## src/rtl/clk_div_bank_pkg.sv

```systemverilog
// ----------------------------------------------------------------------------
// clk_div_bank_pkg : register map and channel configuration type
// Revision: 1.0
// ----------------------------------------------------------------------------
`default_nettype none

package clk_div_bank_pkg;

   localparam logic [11:0] CFG_OFFS    = 12'h000;
   localparam logic [11:0] STATUS_OFFS = 12'h040;

   localparam int EN_BIT    = 31;
   localparam int PEND_BIT  = 30;
   localparam int MAX_DIV_W = 24;

   typedef struct packed {
      logic                 en;
      logic [MAX_DIV_W-1:0] div;
   } ch_cfg_t;

endpackage

`default_nettype wire

```

## src/rtl/clk_div_ch.sv

```systemverilog
// ----------------------------------------------------------------------------
// clk_div_ch : one divider channel with shadow/active config and bypass mux
// Revision: 1.0
// ----------------------------------------------------------------------------
`default_nettype none

module clk_div_ch
   import clk_div_bank_pkg::*;
#(
   parameter int unsigned DIV_W       = 16,
   parameter int unsigned DEFAULT_DIV = 2,
   parameter logic        DEFAULT_EN  = 1'b1
) (
   input  logic             clk_i,
   input  logic             rst_i,
   input  logic             test_mode_i,
   input  logic             wr_en,
   input  ch_cfg_t          wr_cfg,
   output logic [DIV_W-1:0] div_s,
   output logic             en_s,
   output logic             pend,
   output logic             running,
   output logic             clk_o,
   output logic             stb_o
);

   logic [DIV_W-1:0] div_q;
   logic [DIV_W-1:0] cnt;
   logic             en_q;
   logic             clk_r;
   logic             wrap;
   logic             xfer;
   logic             bypass_req;
   logic             bypass_sel;
   logic             unused_cfg;

   assign unused_cfg = ^wr_cfg;

   // Divisors below 2 never count, so every cycle is a wrap cycle.
   assign wrap = (div_q < DIV_W'(2)) || (cnt == div_q - DIV_W'(1));
   assign xfer = ~en_q | wrap;

   assign pend    = (div_s != div_q) || (en_s != en_q);
   assign running = en_q;

   always_ff @(posedge clk_i or posedge rst_i) begin
      if (rst_i) begin
         div_q <= DIV_W'(DEFAULT_DIV);
         div_s <= DIV_W'(DEFAULT_DIV);
         en_q  <= DEFAULT_EN;
         en_s  <= DEFAULT_EN;
         cnt   <= '0;
         clk_r <= 1'b0;
         stb_o <= 1'b0;
      end else begin
         if (wr_en) begin
            div_s <= wr_cfg.div[DIV_W-1:0];
            en_s  <= wr_cfg.en;
         end
         if (xfer) begin
            div_q <= div_s;
            en_q  <= en_s;
            cnt   <= '0;
         end else begin
            cnt <= cnt + DIV_W'(1);
         end
         clk_r <= en_q && (cnt < (div_q >> 1));
         stb_o <= en_q && (cnt == '0);
      end
   end

   // Select changes only while clk_i is low, so the clk_i path never
   // contributes a truncated high phase.
   assign bypass_req = test_mode_i | (en_q & (div_q < DIV_W'(2)));

   always_ff @(negedge clk_i or posedge rst_i) begin
      if (rst_i) begin
         bypass_sel <= 1'b0;
      end else begin
         bypass_sel <= bypass_req;
      end
   end

   assign clk_o = bypass_sel ? clk_i : clk_r;

endmodule

`default_nettype wire

```

## src/rtl/clk_div_bank.sv

```systemverilog
// ----------------------------------------------------------------------------
// clk_div_bank : APB-programmable bank of NUM_CH integer clock dividers
// Revision: 1.0
// ----------------------------------------------------------------------------
`default_nettype none

module clk_div_bank
   import clk_div_bank_pkg::*;
#(
   parameter int unsigned NUM_CH      = 4,
   parameter int unsigned DIV_W       = 16,
   parameter int unsigned DEFAULT_DIV = 2,
   parameter logic        DEFAULT_EN  = 1'b1
) (
   input  logic              clk_i,
   input  logic              rst_i,
   input  logic              test_mode_i,
   input  logic              psel_i,
   input  logic              penable_i,
   input  logic              pwrite_i,
   input  logic [11:0]       paddr_i,
   input  logic [31:0]       pwdata_i,
   output logic [31:0]       prdata_o,
   output logic              pready_o,
   output logic              pslverr_o,
   output logic [NUM_CH-1:0] clk_o,
   output logic [NUM_CH-1:0] stb_o
);

   logic              access;
   logic [9:0]        cfg_idx;
   logic              cfg_hit;
   logic              status_hit;
   logic              err;
   ch_cfg_t           wr_cfg;
   logic [31:0]       cfg_word [NUM_CH];
   logic [NUM_CH-1:0] running;
   logic              unused_bits;

   assign unused_bits = ^{paddr_i[1:0], pwdata_i[PEND_BIT:MAX_DIV_W]};

   assign access     = psel_i & penable_i;
   assign cfg_idx    = paddr_i[11:2] - CFG_OFFS[11:2];
   assign cfg_hit    = cfg_idx < 10'(NUM_CH);
   assign status_hit = paddr_i[11:2] == STATUS_OFFS[11:2];
   assign err        = access & ~(cfg_hit | (status_hit & ~pwrite_i));

   assign pready_o  = 1'b1;
   assign pslverr_o = err;

   assign wr_cfg.en  = pwdata_i[EN_BIT];
   assign wr_cfg.div = pwdata_i[MAX_DIV_W-1:0];

   generate
      for (genvar n = 0; n < NUM_CH; n++) begin : g_ch
         logic [DIV_W-1:0] div_s;
         logic             en_s;
         logic             pend;
         logic             wr_en;

         assign wr_en = access & pwrite_i & (cfg_idx == 10'(n));

         clk_div_ch #(
            .DIV_W       (DIV_W),
            .DEFAULT_DIV (DEFAULT_DIV),
            .DEFAULT_EN  (DEFAULT_EN)
         ) u_ch (
            .clk_i       (clk_i),
            .rst_i       (rst_i),
            .test_mode_i (test_mode_i),
            .wr_en       (wr_en),
            .wr_cfg      (wr_cfg),
            .div_s       (div_s),
            .en_s        (en_s),
            .pend        (pend),
            .running     (running[n]),
            .clk_o       (clk_o[n]),
            .stb_o       (stb_o[n])
         );

         assign cfg_word[n] = {en_s, pend, {(30-DIV_W){1'b0}}, div_s};
      end
   endgenerate

   always_comb begin
      prdata_o = '0;
      if (access && !err) begin
         if (status_hit) begin
            prdata_o = 32'(running);
         end
         for (int n = 0; n < NUM_CH; n++) begin
            if (cfg_idx == 10'(n)) begin
               prdata_o = cfg_word[n];
            end
         end
      end
   end

endmodule

`default_nettype wire

```

## config.mk

```make
export PLATFORM = sky130hd
export DESIGN_NAME = clk_div_bank
export DESIGN_NICKNAME = d
export VERILOG_FILES = /design/src/rtl/clk_div_bank_pkg.sv /design/src/rtl/clk_div_ch.sv /design/src/rtl/clk_div_bank.sv
export SDC_FILE = /design/constraint.sdc
export NUM_CORES = 1
export LEC_CHECK = 0
export CAP_MARGIN = 40
export CORE_ASPECT_RATIO = 0.8
export CORE_MARGIN = 2
export CORE_UTILIZATION = 65
export CTS_BUF_LIST = sky130_fd_sc_hd__clkbuf_16
export CTS_CLUSTER_SIZE = 16
export DETAILED_ROUTE_END_ITERATION = 10
export GPL_TIMING_DRIVEN = 0
export PLACE_DENSITY = 0.95
export SLEW_MARGIN = 20
export SYNTH_ARGS = -nofsm -noshare
export SYNTH_HDL_FRONTEND = slang
export SYNTH_HIERARCHICAL = 1
export SYNTH_SLANG_ARGS = --single-unit
```

## constraint.sdc

```tcl
create_clock -name clk_i -period 7.6 [get_ports clk_i]
set_input_delay 0.76 -clock clk_i [delete_from_list [all_inputs] [get_ports clk_i]]
set_output_delay 0.76 -clock clk_i [all_outputs]
set_load 0.02 [all_outputs]
```

Word level (Yosys, flattened, before mapping):

Cells that the tools add are included.

* mux-type cells: 14
* multiply operators: 0
* reductions and logical operators: 23
* bitwise operators: 27
* div/mod/pow operators: 0
* order comparisons: 9
* shifts and indexed selects: 0
* eq/ne operators: 16
* add/sub/neg operators: 8

Operator list (count)
* 32-bit 2-to-1 mux: 5
* 16-bit by 1-bit adder with 16-bit output (second input constant): 4
* 16-bit == test: 4
* 16-bit logical NOT: 4
* 16-bit by 15-bit less-than comparator with 1-bit output: 4
* 16-bit by 2-bit less-than comparator with 1-bit output (second input constant): 4
* 16-bit 2-to-1 mux: 4
* 16-bit != test: 4
* 16-bit by 1-bit subtractor with 16-bit output (second input constant): 4
* 10-bit by 2-bit == test with 1-bit output (second input constant): 2
* 1-bit bitwise AND: 12
* 10-bit by 1-bit == test with 1-bit output (second input constant): 1
* 10-bit by 5-bit == test with 1-bit output (second input constant): 1
* 10-bit logical NOT: 1
* 10-bit by 3-bit less-than comparator with 1-bit output (second input constant): 1
* 1-bit logical AND: 9
* 1-bit bitwise OR: 9
* 1-bit logical OR: 8
* 1-bit inverter: 6
* 1-bit 2-to-1 mux: 4
* 4-bit 2-to-1 mux: 1
* 1-bit != test: 4
* 1-bit logical NOT: 1

* input bits: 50
* bits in registers: 212
* logic and storage cells: 129
* output and inout port bits: 42
* RAM bits: 0
* latch bits: 0
* ROM bits: 0
* memories kept: 0

Depth between registers and ports, before layout:

* depth after elaboration: 8
* depth in mapped cells: 13
* gate-level depth less buffers: 9

Modules after synthesis:

The synthesis kept the hierarchy.

By module, submodules not included
* clk_div_ch (g_ch[1].u_ch ...): area an instance 3205.6 µm², seq. area each 1331.3 µm², cells an instance 309, instances 3
* clk_div_ch (g_ch[0].u_ch): area an instance 3286.9 µm², seq. area each 1331.3 µm², cells an instance 322, instances 1
* clk_div_bank: area an instance 949.7 µm², seq. area each 0.0 µm², cells an instance 130, instances 1

==> results.cfg <==
[run_status]
outcome = complete, but fails checks
violations = design-rule violations

[global_routing]
busiest_layer = met2
antenna_found_initial = 2
use_met3_pct = 11.6
grt_pass1_vias = 11500
grtUsageMet1_pct = 46.6
use_met2_pct = 52.4
grtUsageTotal_pct = 34.3
grt_max_degree = 54
grt-ovfl-total = 0
grt_pass1_wl_um = 61600

[floorplanning]
die_x_um = 167
floorplan.initialDensity_pct = 66.5
num_rows = 47
ios = 92
fp.dieH_um = 135
die-area_um2 = 22500
core-area_um2 = 20800

[synth]
synth-edff-count = 0
ys_types = 67
synthTopCellsByArea = dfrtp_1 (35%), xnor2_1 (7.7%), mux2_2 (7.5%), ha_1 (6.1%), xor2_1 (5.0%)
synth.top_cell.area_share_pct = 34.7
synth_area_um2 = 13900
ys_ff_latch = 212
synth_common_cells = dfrtp_1 (192), xnor2_1 (122), nor2_1 (101), inv_1 (92), mux2_2 (92)
synth_top_area_cell = dfrtp_1
async_flop_share_pct = 100
yosysWarningCount = 6
yosysMostFrequentCell = dfrtp_1
ys_seq_area_share_pct = 38.4
syn_inst = 1379
syn_area_per_cell_um2 = 10.0
ys.flop_type = dfrtp_1

[pwr]
switching_share_pct = 23.7
power.switching_uw = 616
p_int_mw = 1.99
p_per_area_nw_per_um2 = 165
clkPwrFrac_pct = 50.9
leakagePower_nw = 7.24
p_seq_share_pct = 43.8
power_frac_comb_pct = 5.3
vdd_drop_max_mv = 0.148

[sta]
slew_headroom_pct = 44.5
tightest_slew_ps = 820
fin_tns_setup_ps = 0
maxSlewViolCount = 0
setup_viol = 0
finalHoldViolations = 0
rsz0062_at_grt = no
fin_worst_skew_ps = 34.6

[critical_path]
critical_path_required_ps = 6840
slowest_stage = clkdlybuf4s50_1
start_kind = flip-flop
cp_cell_sequence = mux2_2, clkdlybuf4s50_1
end_kind = output port
arrival_ps = 5710
slowest_delay_ps = 530
crit_type = reg2out
path_max_fanout = 1

[place]
gp_congestion = 0.946
port_buffers = 58
place_hpwl_um = 27100

[routing]
routed_via_density = 6.68
vias = 11800
route.detailed.drc = 8
dr.pass1.iters = 9
ant_nets = 0
wl_per_cell_um = 22.0
first_iter_violations = 1391
routed_wl_um = 39000

[hold_path]
hp-class = reg2reg

[clocking]
clkLatencyLatePin_ps = 660
clk_pin_slew_worst_paths_ps = 60
cts_resized = 0
tritoncts = built
post_cts_buffers = 0
postCtsHoldBufs = 0

[layout]
drive_gt1_share_pct = 15.8
final_nets = 1601
post-route-util_pct = 75.6
area_growth_pct = 13.6

[flow_run]
drv_cap = 0
flip-flops by register name, indices dropped and copies added, names as in the netlist:
| signal | cells |
|---|---|
| g_ch.u_ch/running | 4 |
| g_ch.u_ch/div_s | 64 |
| g_ch.u_ch/div_q | 64 |
| g_ch.u_ch/cnt | 64 |
| g_ch.u_ch/bypass_sel | 4 |
| g_ch.u_ch/clk_r | 4 |
| g_ch.u_ch/stb_o | 4 |
| g_ch.u_ch/en_s | 4 |
cell families after synthesis:
group           share of synthesized area, %
buf+inv                                 6.50
flops                                   38.4
compound gates                          10.3
other cells                           0.0542
fa+ha+maj                               6.21
mux                                     10.9
xor+xnor                                12.7
simple gates                            14.8
layer usage:
metal	routed length, µm	share of wire (%)
met5	55	0.14
met4	1480	3.8
met3	5260	14
met2	16900	44
met1	15200	39
power groups by stage:
stage / Sequential, mW / Clock, mW / Combinational [mW]
floorplan: 1.16 / 0.0273 / 0.0795
global placement: 1.16 / 0.0476 / 0.124
detailed placement: 1.16 / 0.0476 / 0.133
CTS: 1.14 / 1.34 / 0.135
global route: 1.14 / 1.38 / 0.148
finish: 1.14 / 1.32 / 0.138
metrics by stage:
stage	cell area [µm²]	hold slack, ps	worst slack (ps)	total power, mW	cells
final	15700	539	1130	2.60	1769
after global routing	15700	545	1090	2.67	1769
after CTS	15700	532	1110	2.61	1767
after detailed placement	14900	524	1810	1.34	1722
after global placement	14800	517	695	1.33	1719
after floorplan	13900	495	1860	1.26	1392
final timing paths:
check                                              from                 endpoint  slack, ps  cells after the start
worst max register to register   g_ch[3].u_ch/div_q[10]  g_ch[3].u_ch/bypass_sel       1930                      4
max in group asynchronous                         rst_i  g_ch[1].u_ch/bypass_sel       2570                      3
worst max-delay path            g_ch[1].u_ch/bypass_sel                 clk_o[1]       1130                      2
worst min register to register        g_ch[3].u_ch/en_s     g_ch[3].u_ch/running        540                      1
worst min-delay path                  g_ch[3].u_ch/en_s     g_ch[3].u_ch/running        540                      1
min in group asynchronous                         rst_i     g_ch[2].u_ch/cnt[14]        720                      2
final cells by class:
cell class	instances	area, µm²
fillers	1290	5080
repair buffers	58	606
multi-input cells	985	7680
clock inverters	18	176
flip-flops and latches	212	5330
well taps	269	337
plain buffers	103	556
inverters	92	348
diodes	1	2.50
clock buffers	31	716
placed cells by master (no fill, tap or decap), types with 26 or more instances in the layout:
cell and count:
clkbuf_16 27, a21oi_1 34, xor2_1 79, clkdlybuf4s50_1 58, xnor2_1 122, dfrtp_1 192, ha_1 68, clkbuf_1 53
nand2_1 37, o21ai_0 48, nor2_1 101, and3_1 26, inv_1 94, nor3_1 27, nand3_1 46, mux2_2 92
nand4_1 49, mux2_1 27
worst max-delay path, delay by kind of cell, from the launching register on:
family,cells,cell delay [ps]
buf+inv,1,530
flops,1,390
mux,1,330
(Power assumes the default switching activity.)
